===== src/rtl/rou_multiwriter.sv =====
`default_nettype none
// ============================================================================
// Module   : rou_multiwriter
// Brief    : Re-aligns a packed byte stream into W-byte local-memory writes
//            with byte strobes, starting at an arbitrary byte address.
// Revision : 1.0 - initial release
// ============================================================================
module rou_multiwriter #(
    parameter int BUFBYTES = 32
) (
    input  logic         clk,
    input  logic         rst,
    input  logic [31:0]  start_addr,
    input  logic [2:0]   memsize,
    input  logic [19:0]  bytes,
    input  logic         incr_addr,
    input  logic         valid,
    output logic         busy,
    output logic         done,
    output logic         err,
    input  logic [127:0] idata,
    input  logic [4:0]   ibytes,
    input  logic         ivalid,
    output logic         itaken,
    output logic         local_wr,
    output logic [31:0]  local_wr_addr,
    output logic [127:0] local_wr_data,
    output logic [15:0]  local_wr_strb,
    input  logic         local_wr_ok
);

    localparam int c_CW = $clog2(BUFBYTES + 1);
    localparam int c_BW = BUFBYTES * 8;

    logic            r_busy;
    logic            r_done;
    logic            r_err;
    logic            r_incr;
    logic [4:0]      r_w;
    logic [3:0]      r_off;
    logic [31:0]     r_addr;
    logic [19:0]     r_rem_wr;
    logic [19:0]     r_rem_in;
    logic [c_CW-1:0] r_cnt;
    logic [c_BW-1:0] r_buf;

    // Command decode: memsize 5..7 behaves as 16-byte accesses
    logic [2:0]  w_msz;
    logic [4:0]  w_cmd_w;
    logic [31:0] w_cmd_mask;

    assign w_msz      = (memsize > 3'd4) ? 3'd4 : memsize;
    assign w_cmd_w    = 5'd1 << w_msz;
    assign w_cmd_mask = {27'd0, w_cmd_w} - 32'd1;

    // Chunk size; r_off is nonzero only before the first transfer
    logic [4:0] w_room;
    logic [4:0] w_need;
    logic       w_wr;
    logic       w_xfer;

    assign w_room = r_w - {1'b0, r_off};
    assign w_need = (r_rem_wr < {15'd0, w_room}) ? r_rem_wr[4:0] : w_room;
    assign w_wr   = r_busy && (32'(r_cnt) >= 32'(w_need)) && (r_rem_wr != 20'd0);
    assign w_xfer = w_wr && local_wr_ok;

    // Request payload, derived only from registered state so it holds while stalled
    logic [15:0]  w_strb_raw;
    logic [15:0]  w_strb;
    logic [127:0] w_head;
    logic [127:0] w_lane_mask;

    assign w_strb_raw = 16'(((32'd1 << w_need) - 32'd1) << r_off);
    assign w_strb     = w_wr ? w_strb_raw : 16'd0;
    assign w_head     = r_buf[127:0] << (8 * int'(r_off));

    genvar g;
    generate
        for (g = 0; g < 16; g++) begin : g_lane
            assign w_lane_mask[8*g +: 8] = {8{w_strb[g]}};
        end
    endgenerate

    // Input accept: bytes beyond the command count are swallowed
    logic         w_over;
    logic [4:0]   w_app;
    logic [4:0]   w_app_eff;
    logic [4:0]   w_cons;
    logic         w_itaken;
    logic [127:0] w_in_keep;
    logic [c_BW-1:0] w_buf_next;
    logic [c_CW-1:0] w_cnt_next;

    assign w_over    = ({15'd0, ibytes} > r_rem_in);
    assign w_app     = w_over ? r_rem_in[4:0] : ibytes;
    assign w_itaken  = r_busy && ivalid && ((32'(r_cnt) + 32'(w_app)) <= 32'(BUFBYTES));
    assign w_app_eff = w_itaken ? w_app : 5'd0;
    assign w_cons    = w_xfer ? w_need : 5'd0;
    assign w_in_keep = idata & ((128'd1 << (8 * int'(w_app_eff))) - 128'd1);

    // Bytes above r_cnt are always zero, so the append can be OR-ed in
    assign w_buf_next = (r_buf >> (8 * int'(w_cons)))
                      | (c_BW'(w_in_keep) << (8 * (int'(r_cnt) - int'(w_cons))));
    assign w_cnt_next = c_CW'(int'(r_cnt) - int'(w_cons) + int'(w_app_eff));

    always_ff @(posedge clk) begin
        if (rst) begin
            r_busy   <= 1'b0;
            r_done   <= 1'b0;
            r_err    <= 1'b0;
            r_incr   <= 1'b0;
            r_w      <= 5'd0;
            r_off    <= 4'd0;
            r_addr   <= 32'd0;
            r_rem_wr <= 20'd0;
            r_rem_in <= 20'd0;
            r_cnt    <= '0;
            r_buf    <= '0;
        end else begin
            r_done <= 1'b0;
            r_err  <= w_itaken && w_over;
            if (!r_busy) begin
                if (valid) begin
                    if (bytes != 20'd0) begin
                        r_busy   <= 1'b1;
                        r_w      <= w_cmd_w;
                        r_off    <= start_addr[3:0] & w_cmd_mask[3:0];
                        r_addr   <= start_addr & ~w_cmd_mask;
                        r_rem_wr <= bytes;
                        r_rem_in <= bytes;
                        r_incr   <= incr_addr;
                        r_cnt    <= '0;
                        r_buf    <= '0;
                    end else begin
                        r_done <= 1'b1;
                    end
                end
            end else begin
                r_cnt    <= w_cnt_next;
                r_buf    <= w_buf_next;
                r_rem_in <= r_rem_in - {15'd0, w_app_eff};
                if (w_xfer) begin
                    r_rem_wr <= r_rem_wr - {15'd0, w_need};
                    r_off    <= 4'd0;
                    if (r_incr) begin
                        r_addr <= r_addr + {27'd0, r_w};
                    end
                    if (r_rem_wr == {15'd0, w_need}) begin
                        r_busy <= 1'b0;
                        r_done <= 1'b1;
                    end
                end
            end
        end
    end

    assign busy          = r_busy;
    assign done          = r_done;
    assign err           = r_err;
    assign itaken        = w_itaken;
    assign local_wr      = w_wr;
    assign local_wr_addr = r_addr;
    assign local_wr_strb = w_strb;
    assign local_wr_data = w_head & w_lane_mask;

endmodule
`default_nettype wire

===== config.mk =====
export PLATFORM = sky130hd
export DESIGN_NAME = rou_multiwriter
export DESIGN_NICKNAME = d
export VERILOG_FILES = /design/src/rtl/rou_multiwriter.sv
export SDC_FILE = /design/constraint.sdc
export NUM_CORES = 2
export LEC_CHECK = 0
export ABC_AREA = 1
export BUFFER_PORTS_ARGS = -buffer_cell sky130_fd_sc_hd__buf_2
export CAP_MARGIN = 40
export CORE_MARGIN = 1.5
export CORE_UTILIZATION = 29
export CTS_CLUSTER_DIAMETER = 120
export DETAILED_ROUTE_END_ITERATION = 10
export PLACE_DENSITY_LB_ADDON = 0.05
export SLEW_MARGIN = 20
export SYNTH_ARGS = -nofsm -noshare
export SYNTH_HDL_FRONTEND = slang
export SYNTH_SLANG_ARGS = --single-unit
export TNS_END_PERCENT = 10

===== constraint.sdc =====
create_clock -name clk -period 15.2 [get_ports clk]
set_input_delay 1.52 -clock clk [delete_from_list [all_inputs] [get_ports clk]]
set_output_delay 1.52 -clock clk [all_outputs]
set_load 0.02 [all_outputs]

# --- Word level (Yosys, flattened, before mapping) ---
# Index checks and enable logic that the tools add are counted.
# W data, S select, Z words.
totals:
  reg_bits: 347
  latchBits: 0
  ramBits: 0
  romBits: 0
  output_inout_bits: 181
  elab_cells: 93
  mem_count: 0
op_classes:
  n_addsub: 10
  multipliers: 0
  n_div: 0
  magnitude_cmp: 5
  n_eq_ne: 3
  shift: 7
  n_mux: 36
  bitwise_logic: 7
  n_reduce_logical: 14
ops:
  columns: ["op", "n"]
  rows:
  - ["$mux W256", 3]
  - ["$and A128 B128 Y128", 2]
  - ["$or A256 B256 Y256", 1]
  - ["$shl A128 B32 Y256", 1]
  - ["$shr A256 B8 Y256", 1]
  - ["$mux W32", 5]
  - ["$shl A1 B8 Y128 const A", 1]
  - ["$shl A128 B7 Y128", 1]
  - ["$sub A128 B1 Y128 const B", 1]
  - ["$mux W20", 5]
  - ["$reduce_bool A20 Y1", 2]
  - ["$sub A20 B5 Y20", 2]
  - ["$add A32 B5 Y32", 1]
  - ["$and A32 B32 Y32", 1]
  - ["$not A32 Y32", 1]
  - ["$shl A1 B5 Y32 const A", 1]
  - ["$shl A32 B4 Y16", 1]
  - ["$sub A32 B1 Y32 const B", 1]
  - ["$eq A20 B5 Y1", 1]
  - ["$gt A5 B20 Y1", 1]
  - ["$lt A20 B5 Y1", 1]
  - ["$mux W5", 4]
  - ["$mux W6", 3]
  - ["$mux W16", 1]
  - ["20 further kinds", 40]

# --- Logic depth before layout (Yosys ltp) ---
depth:
  word_depth: 12
  depth_mapped: 54
  mapped_depth_nobuf: 47

# --- Least setup slack after synthesis ---
# No wires, ideal clock.
synth_timing:
  path_type: "reg-to-reg"
  start: "register r_off[1]"
  end: "register r_buf[152]"
  setup_time_ns: 0.132
  arrival_ns: 7.423
  path_slack_ns: 7.645
  path_stages_with_launch: 49
  path_buffers: 10
  period_less_slack_ns: 7.555
  cell_sequence: "dfxtp_1 > inv_1 > clkbuf_1 > buf_1 > clkbuf_1 > clkbuf_1 > ha_1 > nand3_1 > nand2_1 > xnor2_1 > ha_1 > a21oi_1 > nand2_1 > nand3_1 > nand2_4 > inv_2 > nand2_1 > o21ai_1 > (+13 left out) > ha_1 > a21oi_1 > inv_1 > a31oi_1 > nor2_1 > nor3_1 > inv_1 > clkbuf_1 > buf_2 > buf_1 > nand4_1 > nand3_1 > nand4_1 > nand2_1 > o21ai_0 > nand2_1 > nand2_1 > a21oi_1"
synth_between:
  elab_chain_len: 12
  elab_cells_between_ends: 13
synth_lines:
  columns: ["item", "line_no", "source"]
  rows:
  - ["from (decl)", "40", "logic [3:0] r_off;"]
  - ["from (signal assigned)", "127", "r_off <= start_addr[3:0] & w_cmd_mask[3:0];"]
  - ["$sub A5 B4 Y5 *", "62", "assign w_room = r_w - {1'b0, r_off};"]
  - ["$lt A20 B5 Y1", "63", "assign w_need = (r_rem_wr < {15'd0, w_room}) ? r_rem_wr[4:0] : w_room;"]
  - ["$mux W5 *", "63", null]
  - ["$ge A6 B5 Y1", "64", "assign w_wr = r_busy && (32'(r_cnt) >= 32'(w_need)) && (r_rem_wr != 20'd0);"]
  - ["$logic_and A1 B1 Y1 (2 in a row)", "64", null]
  - ["$logic_and A1 B1 Y1", "65", "assign w_xfer = w_wr && local_wr_ok;"]
  - ["$mux W5 *", "98", "assign w_cons = w_xfer ? w_need : 5'd0;"]
  - ["$sub A6 B5 Y7", null, null]
  - ["$shl A128 B32 Y256", "103", "| (c_BW'(w_in_keep) << (8 * (int'(r_cnt) - int'(w_cons))));"]
  - ["$or A256 B256 Y256 *", "103", null]
  - ["$mux W256 *", "122", "if (!r_busy) begin"]
  - ["to (signal assigned)", "140", "r_buf <= w_buf_next;"]
  - ["to (decl)", "45", "logic [c_BW-1:0] r_buf;"]
# Every way passes the cells marked *; elsewhere a longest branch is shown, timed or not.
# A chain may end at the register's enable or synchronous reset.

# --- Worst setup path in the final report ---
layout_timing:
  start: "register r_off[2]"
  end: "register r_buf[136]"
# Same word-level chain as after synthesis.

==> impl_results.md <==
* Met3 GRT Util at 5.499%
* Final worst setup slack at 4.212 ns
* DR vias at 58050
* Seq/Total Area, Yosys at 15.54%
* Minimum clock period at 10.99 ns
* RD Place Congestion at 0.9411
* Total wire length at 266.4 mm
* R2R depth at 42
* Layout cell share with drive strength beyond 1 at 9.750%
* RSZ-0062 raised after global routing: no
* CP dominant cell by count: nand2_1
* Synth Cell Area at 44710 um^2
* CTS tree: built
* Input/output buffers at 374
* Fin Setup TNS at 0 ns
* Gate power share at 68.3%
* Total track usage at 32.56%
* Initial Util at 29.33%
* Met1 Track Usage GR at 51.57%
* Die area at 156500 um^2
* VDD IR max at 0.1455 mV
* Final setup vio count at 0
* Clock sink total at 347
* Share of the clock period used by the worst path at 72.29%
* Power Density at 174.4 nW/um^2
* Count of pins over their slew limit at 0
* Max-cap violation count at 0
* Total power at 8.589 mW
* H-tree depth at 2
* Register area at 6963 um^2
* YS warnings at 0
* Vias per inst at 5.589
* Die height at 395.7 um
* CP endpoint kind: flip-flop
* First-pass GRT wire length at 381.5 mm
* Num CTS Buffers at 51
* EDFF count, synth at 0
* Total Nets Final at 8559
* # DRC at 0
* Vias in the first global route at 51173
* CP required at 15.70 ns
* Clk slew on worst S/H paths at 0.06 ns
* Clock Path Buffers at 3
* Worst setup path startpoint: r_off[2]
* Status: finished clean
* Total iterations of the first detailed-routing run at 6
* Clk network pwr share at 16.7%
* Sw frac at 60.87%
* Multi-input logic area at 32860 um^2
* Psw at 5.228 mW
* DRT antenna net count at 0
* Clock skew at 0.03401 ns
* Ports at 375
* Initial drt markers at 7647
* Fmax at 0.09101 GHz
* Leakage at 20.96 nW
* CP Capture Point: r_buf[136]
* Crit start category: flip-flop
* FP Rows at 143
* Most frequent cells in the layout: nand2_1 (3080), nand3_1 (769), o21ai_0 (724)
* Syn Inst Count at 8445
* Worst reg2reg setup slack at 4.21 ns
* Hold_sp: r_buf[249]
* Largest net degree at the start of global routing at 206
* Pre-CTS setup slack at 4.254 ns
* Synth cell types at 68
* Hold WC Path Type: flip-flop to flip-flop
* Routing usage on met2 at 43.64%
* Avg WL per Cell at 25.65 um
* Rel. slew slack at 25.80%
* FF-to-FF End: r_buf[136]
* Total grt overflow at 0
* Commonest non-fill, non-tap cell in the layout: nand2_1
* Reg-to-Reg Start: r_off[2]
* Hold buffer count at cts at 0
* Core area at 152400 um^2
* CTS Root Buffer Type: clkbuf_16
* Average cell area after synthesis at 5.295 um^2
* Postcts setup bufs at 0
* Die Wd at 395.7 um
* Internal power at 3.360 mW
* Sequential share of power at 15.0%
* Post-CTS resize count at 0
* # fillers at 17892
* Hold Slack at 0.4674 ns
* Gr busiest metal: met1
* Slowest-stage cell, CP: buf_4
* Initial antenna violation count at 15
* Critical path arrival at 11.49 ns
* Hold Fails Final Rpt at 0
* DPL Wire Length at 200.6 mm
* Max stage delay on crit path at 0.79 ns
* Async SR Flop Fraction at 0%
* Setup CP Type: flip-flop to flip-flop
* Crit Path Max Fanout at 54
* Worst Tran Pin Value at 1.113 ns
* Top FF cell, synth: dfxtp_1
* Yosys reg bits at 347
* Synth Net Count at 8696
* Latest clock arrival within the worst-skew pair at 0.68 ns
* Area added between synthesis and finish at 10.11%
[state kept, by name, summed over array words and instances (netlist names)]
| register | count |
|---|---|
| err | 1 |
| r_buf | 256 |
| r_off | 4 |
| r_rem_wr | 20 |
| busy | 1 |
| r_w | 5 |
| local_wr_addr | 32 |
| r_rem_in | 20 |
| r_cnt | 6 |
| done | 1 |
| r_incr | 1 |
[Yosys cell counts, drive strengths merged, types with 20 or more instances]
| master | instances | area, um^2 |
|---|---|---|
| nand3 | 822 | 4379 |
| ha | 50 | 625.6 |
| a31oi | 49 | 306.5 |
| o21ai | 1271 | 6511 |
| dfxtp | 347 | 6947 |
| nor3 | 83 | 446.7 |
| o22ai | 28 | 175.2 |
| mux2i | 64 | 640.6 |
| clkbuf | 334 | 1254 |
| xor2 | 29 | 254.0 |
| a21oi | 444 | 2245 |
| o211ai | 165 | 1239 |
| nand2 | 3118 | 11870 |
| buf | 337 | 1854 |
| nor2 | 553 | 2233 |
| inv | 503 | 1893 |
| a22oi | 20 | 150.1 |
| nand4 | 65 | 419.2 |
| or2 | 50 | 315.3 |
[worst min-delay path by stage]
| stage | end | slack (ns) | cells after the start |
|---|---|---|---|
| 3_3_place_gp | r_buf[39] | 0.45 | 2 |
| 6_report | r_buf[249] | 0.47 | 2 |
| 3_5_place_dp | r_buf[114] | 0.46 | 2 |
| 4_1_cts | r_buf[114] | 0.47 | 2 |
| 5_1_grt | r_buf[249] | 0.48 | 2 |
| 2_1_floorplan | r_buf[138] | 0.44 | 2 |
[per-layer routing]
layer	up-vias	share of wire, %
met3	260	9.1
met5	-	0
met1	27270	50
met4	0	3.0
li1	27730	-
met2	2790	38
[stage by stage]
| step | utilization (%) | area (um^2) | cells |
|---|---|---|---|
| after floorplan | - | 44710 | 8445 |
| final | 32.30 | 49230 | 10387 |
| after detailed placement | 30.93 | 47140 | 10279 |
| after global placement | 30.85 | 47040 | 10269 |
| after CTS | 32.21 | 49100 | 10373 |
| after global routing | 32.30 | 49230 | 10386 |
[layout make-up]
| type | instances | share of cell area [%] |
|---|---|---|
| clock buffers | 79 | 3.319 |
| repair buffers | 481 | 5.942 |
| flip-flops and latches | 347 | 14.14 |
| multi-input cells | 6916 | 66.74 |
| well taps | 2030 | 5.159 |
| inverters | 511 | 4.000 |
| clock inverters | 15 | 0.6557 |
| diodes | 8 | 0.04066 |
[worst max-delay path: cells and delay by family, from the launching register on]
kind | cells | cell delay (ns)
AO/OA/AOI/OAI | 7 | 1.09
adder cells (fa/ha/maj) | 4 | 1.67
AND/OR/NAND/NOR | 17 | 2.59
XOR/XNOR | 1 | 0.21
flip-flops | 1 | 0.69
buffers and inverters | 13 | 4.40
[power groups by stage]
stage | sequential [mW] | clock [mW] | combinational, mW
4_1_cts | 1.28 | 1.45 | 5.63
5_1_grt | 1.30 | 1.49 | 6.24
2_1_floorplan | 1.19 | 0 | 3.49
6_report | 1.29 | 1.44 | 5.86
3_3_place_gp | 1.29 | 0 | 5.63
3_5_place_dp | 1.29 | 0 | 5.61
[cells by family (layout without fill, tap and decap cells)]
group	after synthesis	count (layout)	share of synthesized area, %
multiplexers	64	64	1.433
adder cells (fa/ha/maj)	57	57	1.713
other	0	8	0
flip-flops	347	347	15.54
XOR/XNOR	43	43	0.8423
AO/OA/AOI/OAI	2036	2036	24.87
buffers and inverters	1182	1086	11.25
AND/OR/NAND/NOR	4716	4716	44.35
No activity file was read; power rests on OpenSTA's default activity.
